--- src/rtl/pipe_ctrl.sv ---
// pipe_ctrl: MiniMIPS32 stall/flush control with stall-cycle counter.
// Define PIPE_CTRL_TIMEOUT_EN to compile in the MEM bus-wait watchdog.
module pipe_ctrl #(
  parameter logic [7:0]  TIMEOUT_CYCLES = 8'd255,
  parameter logic [31:0] EXC_VECTOR     = 32'hBFC00380
) (
  input  logic        cpu_clk_50M,
  input  logic        cpu_rst,
  input  logic        stallreq_id,
  input  logic        stallreq_exe,
  input  logic        stallreq_mem,
  input  logic        exc_req,
  input  logic        eret_req,
  input  logic [31:0] cp0_epc,
  output logic [5:0]  stall,
  output logic        flush,
  output logic [31:0] flush_pc,
  output logic        buserr_exc,
  output logic [31:0] stall_cycles
);
`ifdef PIPE_CTRL_TIMEOUT_EN
  localparam bit WD_EN = 1'b1;
`else
  localparam bit WD_EN = 1'b0;
`endif
  typedef enum logic [1:0] {RUN, MEMWAIT, BUSERR} state_t;
  state_t state, state_nxt;
  logic [7:0] wcnt, wcnt_nxt, wcnt_inc;
  // BUSERR means the wait count hit the limit; the exception fires only if the bus is still not ready
  always_comb begin
    buserr_exc = WD_EN && state == BUSERR && stallreq_mem && !cpu_rst;
    flush      = buserr_exc || exc_req || eret_req;
    flush_pc   = !flush ? 32'h0 : (eret_req && !exc_req && !buserr_exc) ? cp0_epc : EXC_VECTOR;
    stall      = flush ? 6'b000000 : stallreq_mem ? 6'b011111 : stallreq_exe ? 6'b001111 :
                 stallreq_id ? 6'b000111 : 6'b000000;
    wcnt_inc   = wcnt + 8'd1;
    state_nxt  = RUN;
    wcnt_nxt   = 8'd0;
    if (WD_EN && stallreq_mem && !flush) begin
      wcnt_nxt  = wcnt_inc;
      state_nxt = (wcnt_inc == TIMEOUT_CYCLES) ? BUSERR : MEMWAIT;
    end
  end
  always_ff @(posedge cpu_clk_50M) begin
    if (cpu_rst) begin
      state        <= RUN;
      wcnt         <= 8'd0;
      stall_cycles <= 32'd0;
    end else begin
      state        <= state_nxt;
      wcnt         <= wcnt_nxt;
      stall_cycles <= stall_cycles + {31'b0, stall[0]};
    end
  end
endmodule
--- config.mk ---
export PLATFORM = sky130hd
export DESIGN_NAME = pipe_ctrl
export DESIGN_NICKNAME = d
export VERILOG_FILES = /design/src/rtl/pipe_ctrl.sv
export SDC_FILE = /design/constraint.sdc
export NUM_CORES = 1
export LEC_CHECK = 0
export BUFFER_PORTS_ARGS = -buffer_cell sky130_fd_sc_hd__clkbuf_2
export CAP_MARGIN = 5
export CORE_ASPECT_RATIO = 1.25
export CORE_UTILIZATION = 37
export CTS_CLUSTER_SIZE = 24
export DETAILED_ROUTE_END_ITERATION = 16
export PLACE_DENSITY = 0.74
export REMOVE_ABC_BUFFERS = 1
export SYNTH_ARGS = -nofsm -noshare
export SYNTH_HDL_FRONTEND = slang
export SYNTH_SLANG_ARGS = --single-unit
--- constraint.sdc ---
create_clock -name cpu_clk_50M -period 3.17 [get_ports cpu_clk_50M]
set_clock_uncertainty 0.15 [all_clocks]
set_input_delay 0.1585 -clock cpu_clk_50M [delete_from_list [all_inputs] [get_ports cpu_clk_50M]]
set_output_delay 0.1585 -clock cpu_clk_50M [all_outputs]
set_load 0.005 [all_outputs]
==> results of run 1 <==
Yosys cell counts (2+ instances only):
cell type	instances	area, um2
a21o_1	13	97.59
a21oi_1	16	80.08
and2_1	22	137.6
buf_2	3	15.01
buf_4	5	37.54
clkbuf_1	8	30.03
dfxtp_1	32	640.6
ha_1	3	37.54
inv_1	9	33.78
mux2_1	4	45.04
nand2_1	11	41.29
nand3_1	8	40.04
nand4_1	4	25.02
nor2_1	18	67.56
nor2b_1	7	43.79
nor3_1	2	10.01
nor4_1	5	31.28
o21ai_0	2	10.01
o21ai_1	3	15.01
o31ai_1	10	75.07
or2_2	2	12.51
or3_1	5	31.28
or4_1	13	97.59
xnor2_1	6	52.55
xor2_1	4	35.03
tightest hold or removal path: cells and delay by family:
kind / cells / cell delay, ps
simple gates: 1 / 100
fa+ha+maj: 1 / 140
buf+inv: 1 / 80
compound gates: 1 / 180
final cells by class:
class / instances / share of cell area, %
clock inverters: 2 / 0.4004
flip-flops and latches: 32 / 25.63
well taps: 60 / 3.003
repair buffers: 112 / 22.82
clock buffers: 6 / 3.303
inverters: 9 / 1.351
multi-input cells: 169 / 43.49
worst max path at each step:
stage                   from                     endpoint  slack, ps  depth (start not counted)
CTS                 eret_req  stall_cycles[28]$_SDFF_PP0_        520                         11
global placement    eret_req  stall_cycles[20]$_SDFF_PP0_        340                         11
global route        eret_req  stall_cycles[26]$_SDFF_PP0_        300                         11
finish              eret_req  stall_cycles[28]$_SDFF_PP0_        550                         11
floorplan           eret_req  stall_cycles[20]$_SDFF_PP0_        380                         10
detailed placement  eret_req  stall_cycles[30]$_SDFF_PP0_        240                         11
cell families (layout without fill, tap and decap cells):
logic type      after synthesis  count (layout)
buf+inv                      26             129
other cells                   1               2
compound gates               45              45
flops                        32              32
simple gates                105             105
fa+ha+maj                     3               3
mux                           4               4
xor+xnor                     10              10
power by group:
group / internal [mW] / switching, mW / leakage (nW)
registers: 0.404 / 0.00209 / 0.258
logic: 0.0503 / 0.0431 / 0.845
clock network: 0.173 / 0.148 / 0.0510
routing by layer:
metal / global-route usage (%) / vias up / share of wire, %
met5: 0 / - / 0
li1: - / 995 / -
met2: 30.72 / 39 / 49
met3: 4.213 / 5 / 3.3
met1: 23.14 / 879 / 46
met4: 5.652 / 0 / 1.1
metrics by stage:
stage | hold WS, ps | worst slack [ps] | instance area, um2 | power [mW] | util [%]
final | 253.1 | 546.8 | 2500 | 0.8211 | 52.47
after global routing | 324.6 | 299.1 | 2500 | 0.8593 | 52.47
after CTS | 257.8 | 523.4 | 2500 | 0.8281 | 52.47
after detailed placement | 339.3 | 239.0 | 2407 | 0.5089 | 50.53
after global placement | 323.4 | 338.9 | 2407 | 0.5079 | 50.53
after floorplan | 77.57 | 379.2 | 1762 | 0.4458 | -
==> out/results.ini, run 1 <==
[clock_network]
cts_buffer_depth = 2
clk_latency_ps = 280
cts_buffers = 5
postCtsHoldBufs = 0
clk_pin_slew_ps = 70
cts_tree = done
cts_resized = 0
htreeDepth = 2
post-cts-setup-buffer-count = 0
cts_root_buf = clkbuf_8
cts_num_sinks = 32

[worst_hold_path]
holdPathEnd = stall_cycles[0]$_SDFF_PP0_
hp-class = in -> reg
hold_depth = 4
min_from = stallreq_id

[sta]
tns_ps = 0
setup_viol = 0
finalHoldViolCount = 0
relSlewSlack_pct = 43.53
worst_pin_slew_ps = 845.3
fin_crit_ps = 2623
final-max-slew-violation-count = 0
finalCritPeriodShare_pct = 82.75
rsz0062_at_grt = false
timing.fmax_ghz = 0.3812

[synthesis]
synth_compound_area_share_pct = 15.47
yosysWarnings = 0
ys_ff_latch = 32
synth_xor_area_share_pct = 4.730
synth_edf_count = 0
synthSimpleGateAreaFrac_pct = 33.65
synthArstFlopShare_pct = 0
synth_mux_area_share_pct = 2.432
seq_area_frac_synth_pct = 34.59
synth_adder_area_share_pct = 2.027
syn_area_per_cell_um2 = 8.194
synth_flop_cell = dfxtp_1
ys_types = 36
synth_top_family_by_area = simple AND/OR/NAND/NOR gates
syn-cell-area_um2 = 1852
syn_inst = 226

[cells_and_area]
area_growth_pct = 35.00
final_common_cell = clkbuf_2
layout_common_cells = clkbuf_2 (108), dfxtp_1 (32), and2_1 (22), nor2_1 (18), a21oi_1 (16)
reg_top3 = stall_cycles (32)
fin_nets = 371
multi_input_area_um2 = 1087
diodes = 0
top_register = stall_cycles
nFillCells = 469
drive_gt1_share_pct = 38.18
stdcell_count = 390
largest_reg_flops = 32
ff_latch_area_um2 = 640.6

[critical_path]
reg2reg_depth = 6
path_class = in -> reg
critPathBufInv = 2
crit_path_max_fanout = 16
cp.required_ps = 3220
slowest_delay_ps = 640
r2r_end = stall_cycles[28]$_SDFF_PP0_
r2r-start = stall_cycles[0]$_SDFF_PP0_
cp-start-kind = input port
cp-end-kind = register
arrival_ps = 2670
critPathTopFamily = simple AND/OR/NAND/NOR gates
cp_slowest_cell = or4_1
reg2reg_setup_slack_ps = 740
worstPathCellList = clkbuf_2 -> nor2_1 -> inv_1 -> nor2_1 -> a21o_1 -> ha_1 -> ha_1 -> nand3_1 -> or4_1 -> or4_1 -> a21oi_1

[route]
drt_iter0_drc = 110
routed_wl_um = 4663
drtAntennaViolNets = 0
drtPass1Iterations = 4
vias_per_cell = 4.918
post-route-drc-count = 0
vias = 1918
wl_per_cell_um = 11.96

[placement]
dpl.hpwl_um = 3542
dp_cells = 382
gp_congestion = 0.7395
port_buffers = 108

[die]
chipWidth_um = 65.28
start_util_pct = 38.87
io_pins = 111
placementRows = 28
die_h_um = 81.10
dieArea_um2 = 5293
core_area_um2 = 4765

[global_route]
grt_pass1_wl_um = 7569
grt_pass1_vias = 1702
antenna_found_initial = 0
grt-ovfl-total = 0
grt_start_max_net_pins = 37
grtUsageTotal_pct = 18.33

[power]
p_per_area_nw_per_um2 = 328.4
peakVddDrop_mv = 0.2170
leakagePower_nw = 1.153

[status]
outcome = finished clean

[run]
max-cap-violations = 0

Power figures use the tool's default switching activity.
==> run 2, diff against run 1 <==
==> constraint.sdc (replaced) <==
create_clock -name cpu_clk_50M -period 2.7 [get_ports cpu_clk_50M]
set_clock_uncertainty 0.15 [all_clocks]
set_input_delay 0.135 -clock cpu_clk_50M [delete_from_list [all_inputs] [get_ports cpu_clk_50M]]
set_output_delay 0.135 -clock cpu_clk_50M [all_outputs]
set_load 0.005 [all_outputs]
==> run 2 against run 1 <==
Compared with the run above:
- total power up 20%
- clock power rose by 24%
- worst hold slack better by 16 ps
- die area unchanged
- critical endpoint is now stall_cycles[26]$_SDFF_PP0_
==> out/results.ini, run 2 (synthesis gave the netlist of run 1 again) <==
[placement]
dpl.hpwl_um = 3786
postPlaceCellArea_um2 = 2460
gp_congestion = 0.7341
port_buffers = 108

[power]
p_comb_share_pct = 11.6
sw_frac_of_total_pct = 22.72
peakVddDrop_mv = 0.2409
power.switching_uw = 224.8
p_int_uw = 764.5
leakagePower_nw = 1.185
seqPwrFrac_pct = 48.2
p_clk_share_pct = 40.2
p_per_area_nw_per_um2 = 387.0

[cells_and_area]
largest_reg_flops = 32
ff_latch_area_um2 = 640.6
drive_gt1_share_pct = 39.29
diodes = 0
utilization_pct = 53.65
fin_nets = 378
reg_top3 = stall_cycles (32)
multi_input_area_um2 = 1087
layout_common_cells = clkbuf_2 (108), dfxtp_1 (32), and2_1 (22), nor2_1 (18), a21oi_1 (16)
final_common_cell = clkbuf_2
top_register = stall_cycles
nFillCells = 475
area_growth_pct = 38.04
final_cell_area_um2 = 2556

[clock_network]
postCtsHoldBufs = 0
clk_pin_slew_ps = 60
cts_buffer_depth = 2
cts_root_buf = clkbuf_8
cts_tree = done
post-cts-setup-buffer-count = 0
clk_latency_ps = 280
cts_num_sinks = 32
cts_buffers = 5
cts_resized = 0
htreeDepth = 2

[run]
max-cap-violations = 0

[global_route]
grt_start_max_net_pins = 37
grtUsageTotal_pct = 19.37
grt_pass1_vias = 1751
antenna_found_initial = 0
grt_pass1_wl_um = 7935
grt-ovfl-total = 0

[worst_hold_path]
hp-class = in -> reg

[sta]
worst_pin_slew_ps = 847.6
finalCritPeriodShare_pct = 89.35
setup_viol = 0
tns_ps = 0
final-max-slew-violation-count = 0
finalHoldViolCount = 0
timing.fmax_ghz = 0.4145
rsz0062_at_grt = false
fin_crit_ps = 2412
relSlewSlack_pct = 43.38

[critical_path]
worstPathCellList = clkbuf_2 -> nor2_1 -> inv_1 -> nor2_1 -> a21o_1 -> ha_1 -> ha_1 -> nand3_1 -> or4_1 -> or4_1 -> a21oi_1
arrival_ps = 2460
cp-end-kind = register
slowest_delay_ps = 610
cp_slowest_cell = or4_1
path_class = in -> reg
cp-start-kind = input port
cp.required_ps = 2750
crit_path_max_fanout = 11

[route]
drtPass1Iterations = 4
routed_wl_um = 4969
drtAntennaViolNets = 0
wl_per_cell_um = 12.55
vias_per_cell = 5.003
post-route-drc-count = 0
vias = 1981
drt_iter0_drc = 159

[die]
io_pins = 111
chipWidth_um = 65.28
placementRows = 28
start_util_pct = 38.87
core_area_um2 = 4765
die_h_um = 81.10
dieArea_um2 = 5293

[status]
outcome = finished clean

-- run 2: cell count changes in the layout (fill, tap and decap cells not counted) --
| cell | previous run | this run |
|---|---|---|
| clkbuf_8 | 6 | 7 |
| buf_4 | 4 | 11 |
| clkinv_2 | 2 | 0 |
-- run 2: worst max-delay path, delay by kind of cell --
kind	cells	cell delay, ps
AND/OR/NAND/NOR	5	1560
adder cells (fa/ha/maj)	2	330
AO/OA/AOI/OAI	2	270
buffers and inverters	2	160
-- run 2: routing by layer --
metal	GRT usage, %	vias up	wire length, um	share of wire (%)
li1	-	1019	-	-
met1	23.34	909	2177	44
met2	33.71	47	2570	52
met3	4.635	6	154	3.1
met4	5.870	0	66	1.3
met5	0	-	0	0
-- run 2: final timing paths --
kind                                                   from                     endpoint  slack (ps)  depth (start not counted)
worst min-delay path                            stallreq_id   stall_cycles[0]$_SDFF_PP0_         270                          5
worst max-delay path                               eret_req  stall_cycles[26]$_SDFF_PP0_         290                         11
worst max register to register   stall_cycles[0]$_SDFF_PP0_  stall_cycles[26]$_SDFF_PP0_         330                          6
worst min register to register  stall_cycles[17]$_SDFF_PP0_  stall_cycles[17]$_SDFF_PP0_         350                          2
-- run 2: power groups by stage --
stage,Clock [mW],Sequential (mW),Combinational (mW)
floorplan,0,0.488,0.0356
global placement,0,0.488,0.113
detailed placement,0,0.488,0.115
CTS,0.405,0.477,0.116
global route,0.431,0.477,0.126
finish,0.397,0.477,0.115
-- run 2: metrics by stage --
step / power [mW] / setup slack (ps) / hold WS, ps / instances
2_1_floorplan: 0.5234 / -67.30 / 54.07 / 210
3_3_place_gp: 0.6006 / 68.03 / 331.8 / 389
6_report: 0.9893 / 287.7 / 269.2 / 396
4_1_cts: 0.9976 / 290.2 / 273.3 / 396
5_1_grt: 1.034 / 109.8 / 321.8 / 396
3_5_place_dp: 0.6027 / 1.742 / 339.7 / 389
-- run 2: cell type report --
| type | instances | share of cell area, % |
|---|---|---|
| Sequential cell | 32 | 25.06 |
| Inverter | 9 | 1.322 |
| Multi-Input combinational cell | 169 | 42.54 |
| Clock buffer | 7 | 3.769 |
| Tap cell | 60 | 2.937 |
| Timing Repair Buffer | 119 | 24.38 |
